<file path="src/rtl/stopwatch_timebase_ctrl_if.sv">
// Command channel from the Ethernet-side master controller to the stopwatch
// timebase: 2-bit command code qualified by a valid/ready handshake.
interface stopwatch_timebase_ctrl_if;
   logic       cmd_valid;
   logic [1:0] cmd_code;
   logic       cmd_ready;

   modport master (output cmd_valid, output cmd_code, input cmd_ready);
   modport slave  (input cmd_valid, input cmd_code, output cmd_ready);
endinterface

</file>
<file path="src/rtl/stopwatch_timebase_ctrl.sv">
// Stopwatch run-control sequencer: accepts START/STOP/LAP/CLEAR commands,
// gates a CLK_HZ->TICK_HZ prescaler and accumulates elapsed time as BCD mm:ss.cc.
module stopwatch_timebase_ctrl #(
   parameter int CLK_HZ  = 25000000,
   parameter int TICK_HZ = 100,
   parameter int MAX_MIN = 59
) (
   input  logic                      twentyFive_mhz_clk,
   input  logic                      reset,
   stopwatch_timebase_ctrl_if.slave  cmd_if,
   output logic [23:0]               o_time_bcd,
   output logic [23:0]               o_lap_bcd,
   output logic                      o_lap_valid,
   output logic                      o_running,
   output logic                      o_overflow,
   output logic                      o_tick_out
);

   localparam int              TICK_DIV   = CLK_HZ / TICK_HZ;
   localparam int              PW         = $clog2(TICK_DIV);
   localparam logic [PW-1:0]   PRESC_TERM = PW'(TICK_DIV - 1);
   localparam logic [23:0]     TIME_MAX   = {4'(MAX_MIN / 10), 4'(MAX_MIN % 10), 16'h5999};

   typedef enum logic [1:0] {ST_IDLE, ST_RUN, ST_PAUSE, ST_DONE} state_e;
   typedef enum logic [1:0] {CMD_START, CMD_STOP, CMD_LAP, CMD_CLEAR} cmd_e;

   state_e          r_state;
   cmd_e            r_cmd_code;
   logic            r_cmd_pend;
   logic            r_cmd_ready;
   logic [PW-1:0]   r_presc;
   logic [23:0]     r_time;
   logic [23:0]     r_lap;
   logic            r_lap_valid;
   logic            r_running;
   logic            r_overflow;
   logic            r_tick;

   logic            w_terminal;
   logic            w_at_max;
   logic [23:0]     w_time_inc;

   // Digit order from LSB: cs_o, cs_t, sec_o, sec_t (rolls at 5), min_o, min_t.
   function automatic logic [23:0] bcd_inc(input logic [23:0] t);
      logic [23:0] r;
      logic        c;
      r = t;
      c = 1'b1;
      for (int i = 0; i < 6; i++) begin
         if (c) begin
            if (r[i*4 +: 4] == ((i == 3) ? 4'd5 : 4'd9)) begin
               r[i*4 +: 4] = 4'd0;
            end else begin
               r[i*4 +: 4] = r[i*4 +: 4] + 4'd1;
               c           = 1'b0;
            end
         end
      end
      return r;
   endfunction

   assign w_terminal = (r_presc == PRESC_TERM);
   assign w_at_max   = (r_time == TIME_MAX);
   assign w_time_inc = bcd_inc(r_time);

   assign cmd_if.cmd_ready = r_cmd_ready;
   assign o_time_bcd       = r_time;
   assign o_lap_bcd        = r_lap;
   assign o_lap_valid      = r_lap_valid;
   assign o_running        = r_running;
   assign o_overflow       = r_overflow;
   assign o_tick_out       = r_tick;

   // NOTE: all state below updates with non-blocking assignments so every branch
   // sees the pre-edge values of r_time/r_presc, whatever order the branches run in.
   always_ff @(posedge twentyFive_mhz_clk) begin
      if (reset) begin
         r_state     <= ST_IDLE;
         r_cmd_code  <= CMD_START;
         r_cmd_pend  <= 1'b0;
         r_cmd_ready <= 1'b1;
         r_presc     <= '0;
         r_time      <= '0;
         r_lap       <= '0;
         r_lap_valid <= 1'b0;
         r_running   <= 1'b0;
         r_overflow  <= 1'b0;
         r_tick      <= 1'b0;
      end else begin
         r_tick      <= 1'b0;
         r_lap_valid <= 1'b0;

         // A captured command executes on the following edge; ready stays low meanwhile.
         if (r_cmd_pend) begin
            r_cmd_pend  <= 1'b0;
            r_cmd_ready <= 1'b1;
         end else if (cmd_if.cmd_valid && r_cmd_ready) begin
            r_cmd_pend  <= 1'b1;
            r_cmd_code  <= cmd_e'(cmd_if.cmd_code);
            r_cmd_ready <= 1'b0;
         end

         case (r_state)
            ST_IDLE: begin
               if (r_cmd_pend && r_cmd_code == CMD_START) begin
                  r_state   <= ST_RUN;
                  r_running <= 1'b1;
                  r_presc   <= '0;
               end else if (r_cmd_pend && r_cmd_code == CMD_CLEAR) begin
                  r_time  <= '0;
                  r_lap   <= '0;
                  r_presc <= '0;
               end
            end
            ST_RUN: begin
               if (r_cmd_pend && r_cmd_code == CMD_CLEAR) begin
                  r_state   <= ST_IDLE;
                  r_running <= 1'b0;
                  r_time    <= '0;
                  r_lap     <= '0;
                  r_presc   <= '0;
               end else if (r_cmd_pend && r_cmd_code == CMD_STOP) begin
                  // The STOP edge does not count, so a pause at terminal count keeps the pending tick.
                  r_state   <= ST_PAUSE;
                  r_running <= 1'b0;
               end else begin
                  if (w_terminal) begin
                     r_presc <= '0;
                     if (w_at_max) begin
                        r_state    <= ST_DONE;
                        r_running  <= 1'b0;
                        r_overflow <= 1'b1;
                     end else begin
                        r_time <= w_time_inc;
                        r_tick <= 1'b1;
                     end
                  end else begin
                     r_presc <= r_presc + PW'(1);
                  end
                  if (r_cmd_pend && r_cmd_code == CMD_LAP) begin
                     r_lap       <= (w_terminal && !w_at_max) ? w_time_inc : r_time;
                     r_lap_valid <= 1'b1;
                  end
               end
            end
            ST_PAUSE: begin
               if (r_cmd_pend && r_cmd_code == CMD_START) begin
                  r_state   <= ST_RUN;
                  r_running <= 1'b1;
               end else if (r_cmd_pend && r_cmd_code == CMD_CLEAR) begin
                  r_state <= ST_IDLE;
                  r_time  <= '0;
                  r_lap   <= '0;
                  r_presc <= '0;
               end
            end
            ST_DONE: begin
               if (r_cmd_pend && r_cmd_code == CMD_CLEAR) begin
                  r_state    <= ST_IDLE;
                  r_overflow <= 1'b0;
                  r_time     <= '0;
                  r_lap      <= '0;
                  r_presc    <= '0;
               end
            end
         endcase
      end
   end

endmodule
</file>
<file path="src/flat_wrapper.sv">
// flat-port wrapper written by rule: the top's interface ports become plain ports
module stopwatch_timebase_ctrl_flat 
#(
   parameter int CLK_HZ  = 25000000,
   parameter int TICK_HZ = 100,
   parameter int MAX_MIN = 59
)
  (twentyFive_mhz_clk, reset, o_time_bcd, o_lap_bcd, o_lap_valid, o_running, o_overflow, o_tick_out, cmd_if_cmd_valid, cmd_if_cmd_code, cmd_if_cmd_ready);
  stopwatch_timebase_ctrl_if cmd_if_i ();
  input  logic twentyFive_mhz_clk;
  input  logic reset;
  output logic [23:0] o_time_bcd;
  output logic [23:0] o_lap_bcd;
  output logic o_lap_valid;
  output logic o_running;
  output logic o_overflow;
  output logic o_tick_out;
  input wire logic [$bits(cmd_if_i.cmd_valid)-1:0] cmd_if_cmd_valid;
  input wire logic [$bits(cmd_if_i.cmd_code)-1:0] cmd_if_cmd_code;
  output wire logic [$bits(cmd_if_i.cmd_ready)-1:0] cmd_if_cmd_ready;
  assign cmd_if_i.cmd_valid = cmd_if_cmd_valid;
  assign cmd_if_i.cmd_code = cmd_if_cmd_code;
  assign cmd_if_cmd_ready = cmd_if_i.cmd_ready;
  stopwatch_timebase_ctrl #(.CLK_HZ(CLK_HZ), .TICK_HZ(TICK_HZ), .MAX_MIN(MAX_MIN)) u_core (.twentyFive_mhz_clk(twentyFive_mhz_clk), .reset(reset), .cmd_if(cmd_if_i), .o_time_bcd(o_time_bcd), .o_lap_bcd(o_lap_bcd), .o_lap_valid(o_lap_valid), .o_running(o_running), .o_overflow(o_overflow), .o_tick_out(o_tick_out));
endmodule
</file>
<file path="config.mk">
export PLATFORM = sky130hd
export DESIGN_NAME = stopwatch_timebase_ctrl_flat
export DESIGN_NICKNAME = d
export VERILOG_FILES = /design/src/rtl/stopwatch_timebase_ctrl_if.sv /design/src/rtl/stopwatch_timebase_ctrl.sv /design/src/flat_wrapper.sv
export SDC_FILE = /design/constraint.sdc
export NUM_CORES = 1
export LEC_CHECK = 0
export CAP_MARGIN = 10
export CORE_MARGIN = 5
export CORE_UTILIZATION = 25
export DETAILED_ROUTE_END_ITERATION = 16
export PLACE_DENSITY = 0.5
export SETUP_SLACK_MARGIN = 0.02
export SYNTH_ARGS = -nofsm -noshare
export SYNTH_HDL_FRONTEND = slang
export SYNTH_SLANG_ARGS = --single-unit
</file>
<file path="constraint.sdc">
create_clock -name twentyFive_mhz_clk -period 2.2 [get_ports twentyFive_mhz_clk]
set_clock_uncertainty 0.05 [all_clocks]
set_input_delay 0.55 -clock twentyFive_mhz_clk [delete_from_list [all_inputs] [get_ports twentyFive_mhz_clk]]
set_output_delay 0.55 -clock twentyFive_mhz_clk [all_outputs]
set_load 0.02 [all_outputs]
</file>
==> impl_results.md, run 1 <==
* Outcome: finished, final reports clean
* TritonCTS clock tree: yes
* Total grt overflow at 0
* Post CTS Setup Buffer Count at 0
* Synth Area in XOR/XNOR at less than 1%
* Std-Cell Rows at 47
* Clock slew at the register clock pins of the worst setup and hold paths at ~0.070 ns
* Critical path class: reg2reg
* Largest family of logic cells by synthesized area: simple AND/OR/NAND/NOR gates
* Layout area overhead at 39.1%
* EDFF count, synth at 0
* Post-route cell area at 5730 um^2
* Fmax at 463 MHz
* Async SR Flop Fraction at 0%
* Crit Path Max Fanout at 9
* Utilization after layout at 35.0%
* Slack of the worst reg-to-reg path at 0.04 ns
* Largest net degree at the start of global routing at 25
* Crit path largest cell delay at just under 0.4 ns
* Worst rel slew slack at 65.6%
* Non-filler instance count after layout at 809
* Synth Area in Compound Gates at 24.7%
* Post-synthesis cell count at 477
* Initial Util at 25.2%
* Hold-fix buffers, CTS at 0
* Filler cells at 1767
* Final Max Slew Viols at 0
* Number of I/O pins at 58
* CTS max path bufs at 2
* Yosys Warn Count at 0
* Netlist Area Pre-Place at 4120 um^2
* PwrDens at 554 nW/um^2
* Vias in the first global route at 4009
* DIE AREA at 19100 um^2
* Cells after DPL at 793
* Final HPWL DP at 9760 um
* Diodes inserted at 0
* Skew-Pair Late Insertion Delay at 0.35 ns
* Period utilisation layout at between 90% and 100%
* Least-Margin Pin Slew at 0.516 ns
* P_leak at approximately 2.2 nW
* DRT antenna net count at 0
* Area post-placement at 5380 um^2
* H-Tree Depth at 3
* WL/cell at 16.1 um
* Max-cap violations at 0
* Die Span Y at 138 um
* Critical Path RT at roughly 2.4 ns
* Most common cell after layout, fill and taps aside: dfxtp_1
* #FFs+latches synth at 76
* Synth Area in Simple Gates at 25.4%
* Tot Pwr at ~0.0032 W
* Tmin final at 2.16 ns
* PortBufs at 57
* Setup-failing EPs final at 0
* Post-synthesis cell type count at between 70 and 80
* Vias per inst at just over 5
* Drt first pass iters at 4
* Unrepaired setup endpoints after global routing: true
* Antenna violations before repair at 0
* Via count at 4127
* Crit path cell chain: ha_1 > nand3_1 > nor2_2 > o211a_1 > buf_4 > mux2i_1 > o21ai_0
* Core Footprint at 16300 um^2
* Seq/Total Area, Yosys at 36.9%
* Worst Setup End Kind: flip-flop
* Most frequent cells in the layout: 66 x dfxtp_1, 63 x buf_4, 57 x clkdlybuf4s50_1
* GRT Util Overall at about 14%
* Data arrival, critical path at 2.34 ns
* Post-cts sizing count at 1
* Post-Syn Nets at 495
* Clock Root Buffer: clkbuf_16
* Class of the tightest hold or removal check: reg2reg
* Peak supply drop at between 0.3 and 0.4 mV
* CP max stage cell: dfxtp_1
* # nets final at between 600 and 700
* Most used DFF post-synth: dfxtp_1
* DRT iter0 DRCs at 248
* First-pass GRT wire length at between 20000 and 25000 um
* Sink Count at 76
* Final Hold Viols at 0
* Mux cell area share after synthesis at approximately 3.7%
* Total wire length at 13000 um
* Die width at between 100 and 150 um
* Syn Area/Cell at 8.64 um^2
* Synthesized-area fraction occupied by adder cells at 3.95%
* GPL Wtd Cong at 0.865
* Ratio of cells with drive above 1 in the final layout at 20.5%
* CTS buffer count at 9
* Critical path launch point type: flip-flop
* Drt drc at 0
## area by class of cell
type	count	area [um^2]	share of cell area [%]
multi-input combinational	358	2420	42.3
sequential	76	1530	26.8
timing repair buffer	125	1130	19.8
tap	220	275	4.80
clock buffer	9	225	3.93
clock inverter	7	83.8	1.46
inverter	14	52.6	0.917
## synth_stat cells (3+ instances only)
master | instances | share of area, %
dfxtp_1 | 76 | 37
nand2_1 | 48 | 4.4
nand3_1 | 29 | 3.5
a21oi_1 | 28 | 3.4
nor2_1 | 28 | 2.6
o21ai_0 | 21 | 2.6
ha_1 | 13 | 3.9
inv_1 | 13 | 1.2
mux2i_1 | 13 | 3.2
a21o_1 | 12 | 2.2
buf_2 | 11 | 1.3
clkbuf_1 | 11 | 1.0
nor3_1 | 11 | 1.3
a31oi_1 | 9 | 1.4
a22o_1 | 8 | 1.7
nand3b_1 | 8 | 1.5
o2bb2ai_1 | 8 | 1.7
or3_1 | 8 | 1.2
a32oi_1 | 7 | 1.5
and3_1 | 7 | 1.1
o211ai_1 | 7 | 1.3
o31ai_1 | 7 | 1.3
and3b_1 | 6 | 1.3
nand4_1 | 6 | 0.91
or4_1 | 6 | 1.1
and4_1 | 5 | 1.1
nor4_1 | 4 | 0.61
a22oi_1 | 3 | 0.55
buf_4 | 3 | 0.55
buf_6 | 3 | 0.82
o21ai_1 | 3 | 0.36
## final timing paths
path,from,endpoint,depth (start not counted)
setup / recovery,u_core.r_presc[0],u_core.o_lap_bcd[9],7
hold / removal,u_core.o_lap_bcd[18],u_core.o_lap_bcd[18],2
setup reg to reg,u_core.r_presc[0],u_core.o_lap_bcd[9],7
hold reg to reg,u_core.o_lap_bcd[18],u_core.o_lap_bcd[18],2
## sequential cells by signal (all words and copies together) (netlist names)
name                     cells
u_core.o_lap_bcd            24
u_core.o_time_bcd           24
u_core.r_presc              18
u_core.r_cmd_code            2
u_core.r_state               2
u_core.cmd_if.cmd_ready      1
u_core.o_lap_valid           1
u_core.o_overflow            1
u_core.o_running             1
u_core.o_tick_out            1
u_core.r_cmd_pend            1
## cells by family after synthesis
group / Yosys count
simple gates: 187
compound gates: 142
flops: 76
buf+inv: 43
mux: 15
fa+ha+maj: 13
xor+xnor: 1
## power breakdown
part / switching, W / total (W) / internal, W
Clock: 0.000665 / 0.00156 / 0.000899
Combinational: 0.000121 / 0.000202 / 0.0000805
Sequential: 0.0000165 / 0.00141 / 0.00139
## worst max-delay path: cells and delay by family, from the launching register on
family          cells  cell delay [ns]
flops               1             0.39
mux                 1             0.33
simple gates        2             0.43
fa+ha+maj           1             0.23
compound gates      2             0.37
buf+inv             1             0.25
## metal layers
layer,GRT usage [%],up-vias,routed length (um)
met1,17.9,1989,5990
li1,-,2034,-
met4,3.69,0,85
met2,22.6,98,6320
met5,0,-,0
met3,3.52,6,648
## metrics by stage
stage          worst slack, ns  hold WS, ns  setup TNS (ns)
2_1_floorplan           0.0883        0.419               0
3_3_place_gp            -0.234        0.389           -2.08
3_5_place_dp            -0.252        0.394           -2.66
4_1_cts                 0.0326        0.409               0
5_1_grt                0.00119        0.433               0
6_report                0.0405        0.402               0
(Power assumes the default switching activity.)
==> run 2, diff against run 1 <==
Settings changed: CAP_MARGIN 10 to 25.
==> results of run 2 <==
Same layout as run 1: the final DEF is identical, and so are final timing and power.
==> run 3, diff against run 2 <==
Settings changed: CORE_ASPECT_RATIO set to 0.6.
==> impl_results.md, run 3 (synthesis gave the netlist of run 1 again) <==
* Outcome: finished, final reports clean (unchanged)
* Drt first pass iters at 5 (was 4)
* PnR worst setup slack at 0.105 ns (was 0.0405 ns)
* GPL Wtd Cong at 0.877 (was 0.865)
* DRT iter0 DRCs at 328 (was 248)
* WL/cell at 16.9 um (was 16.1 um)
* First-pass GRT wire length at 21700 um (was 21600 um)
* Critical path class: in2reg (was reg2reg)
* Worst Setup End Kind: flip-flop (unchanged)
* Tmin final at 2.09 ns (was 2.16 ns)
* Number of I/O pins at 58 (unchanged)
* Non-filler instance count after layout at 809 (unchanged)
* Final HPWL DP at 10600 um (was 9760 um)
* Vias in the first global route at 3896 (was 4009)
* Most common cell after layout, fill and taps aside: buf_4 (was dfxtp_1)
* Std-Cell Rows at 36 (was 47)
* Unrepaired setup endpoints after global routing: false (was true)
* Period utilisation layout at 95.2% (was 98.2%)
* Total wire length at 13600 um (was 13000 um)
* Initial Util at 25.4% (was 25.2%)
* Data arrival, critical path at 2.30 ns (was 2.34 ns)
* H-Tree Depth at 3 (unchanged)
* Pre-CTS setup slack at -0.245 ns (was -0.252 ns)
* Most frequent cells in the layout: 75 x buf_4, 69 x dfxtp_1, 57 x clkdlybuf4s50_1 (was 66 x dfxtp_1, 63 x buf_4, 57 x clkdlybuf4s50_1)
* Vias per inst at 5.16 (was 5.10)
* Peak supply drop at 0.267 mV (was 0.380 mV)
* Setup-failing EPs final at 0 (unchanged)
* Hold path endpoint: u_core.o_lap_bcd[7] (was u_core.o_lap_bcd[18])
* GRT Util Overall at 14.1% (was 13.7%)
* PwrDens at 533 nW/um^2 (was 554 nW/um^2)
* Final Max Slew Viols at 0 (unchanged)
* Critical Path RT at 2.41 ns (was 2.39 ns)
* TritonCTS clock tree: yes (unchanged)
* CTS buffer count at 9 (unchanged)
* Drt drc at 0 (unchanged)
* Core Footprint at 16200 um^2 (was 16300 um^2)
* P_leak at 2.21 nW (was 2.17 nW)
* Reg2Reg Depth at 6 (was 7)
* PortBufs at 57 (unchanged)
* Ratio of cells with drive above 1 in the final layout at 22.7% (was 20.5%)
* Reg-to-reg critical path endpoint: u_core.r_presc[11] (was u_core.o_lap_bcd[9])
* Filler cells at 1678 (was 1767)
* Critical path launch point type: input port (was flip-flop)
* Antenna violations before repair at 0 (unchanged)
* Total grt overflow at 0 (unchanged)
* Fmax at 477 MHz (was 463 MHz)
* Diodes inserted at 0 (unchanged)
* Hold Path Origin: u_core.o_lap_bcd[7] (was u_core.o_lap_bcd[18])
* Via count at 4174 (was 4127)
* Cells after DPL at 792 (was 793)
* Crit Path Max Fanout at 11 (was 9)
* # nets final at 613 (was 602)
* DIE AREA at 19200 um^2 (was 19100 um^2)
* Die width at 176 um (was 138 um)
* Max-cap violations at 0 (unchanged)
* Hold Path Cell Cnt at 2 (unchanged)
* Slack of the worst reg-to-reg path at 0.12 ns (was 0.04 ns)
* Layout area overhead at 40.5% (was 39.1%)
* Sink Count at 76 (unchanged)
* Class of the tightest hold or removal check: reg2reg (unchanged)
* DRT antenna net count at 0 (unchanged)
* Least-Margin Pin Slew at 0.487 ns (was 0.516 ns)
* Worst rel slew slack at 67.3% (was 65.6%)
* Clock slew at the register clock pins of the worst setup and hold paths at 0.06 ns (was 0.07 ns)
* Die Span Y at 109 um (was 138 um)
* CTS max path bufs at 2 (unchanged)
* Worst r2r src: u_core.r_presc[10] (was u_core.r_presc[0])
* Final Hold Viols at 0 (unchanged)
* Largest net degree at the start of global routing at 25 (unchanged)
* Clock Root Buffer: clkbuf_16 (unchanged)
* Skew-Pair Late Insertion Delay at 0.34 ns (was 0.35 ns)
* Tot Pwr at 0.00309 W (was 0.00317 W)
-- run 3: cell count changes in the layout (fill, tap and decap cells not counted), sizes merged --
cell,delta
clkinvlp,+2
buf,+11
clkinv,+1
inv,-3
-- run 3: per-layer routing --
metal / GRT usage, % / wire length [um] / vias to the layer above
li1: - / - / 2037
met1: 22.0 / 7260 / 1992
met2: 19.1 / 5220 / 134
met3: 4.05 / 1050 / 11
met4: 2.39 / 102 / 0
met5: 0 / 0 / -
-- run 3: cell type report --
type	instances	area [um^2]	area share, %
clock buffer	9	225	3.89
clock inverter	7	67.6	1.17
inverter	14	52.6	0.908
multi-input combinational	358	2440	42.1
sequential	76	1530	26.4
tap	209	262	4.52
timing repair buffer	136	1210	21.0
-- run 3: through the flow --
step / hold slack (ns) / utilization [%] / area, um^2 / setup TNS [ns]
floorplan: 0.419 / - / 4130 / 0
global placement: 0.397 / 33.6 / 5450 / -2.24
detailed placement: 0.399 / 33.6 / 5450 / -2.83
CTS: 0.419 / 35.4 / 5750 / 0
global route: 0.439 / 35.7 / 5790 / 0
finish: 0.418 / 35.7 / 5790 / 0
-- run 3: how the worst max path moves through the flow --
| stage | startpoint | endpoint | slack [ns] | cells past startpoint |
|---|---|---|---|---|
| 2_1_floorplan | u_core.o_time_bcd[5] | u_core.o_time_bcd[3] | 0.09 | 10 |
| 3_3_place_gp | reset | u_core.o_lap_bcd[6] | -0.24 | 4 |
| 3_5_place_dp | reset | u_core.o_lap_bcd[6] | -0.25 | 4 |
| 4_1_cts | u_core.o_time_bcd[22] | o_time_bcd[22] | 0.02 | 1 |
| 5_1_grt | u_core.r_presc[10] | u_core.r_presc[16] | 0.02 | 6 |
| 6_report | reset | u_core.o_lap_bcd[6] | 0.11 | 4 |
-- run 3: report_power, final --
part	total (W)	switching [W]	internal (W)
logic	0.000210	0.000126	0.0000836
registers	0.00141	0.0000150	0.00139
clock network	0.00147	0.000601	0.000872
-- run 3: critical path, cell delays in order --
cell and delay, ns:
clkdlybuf4s50_1 0.43, or4b_4 0.66, or4_1 0.50, o211ai_1 0.16
-- run 3: timing repair --
item | in CTS | in global routing
gates resized for setup | 4 | 15
endpoints found under the hold margin | 0 | 0
setup endpoints to repair | 14 | 36
buffers inserted | 0 | 1
hold buffers | 0 | 0
pin swaps | 0 | 2
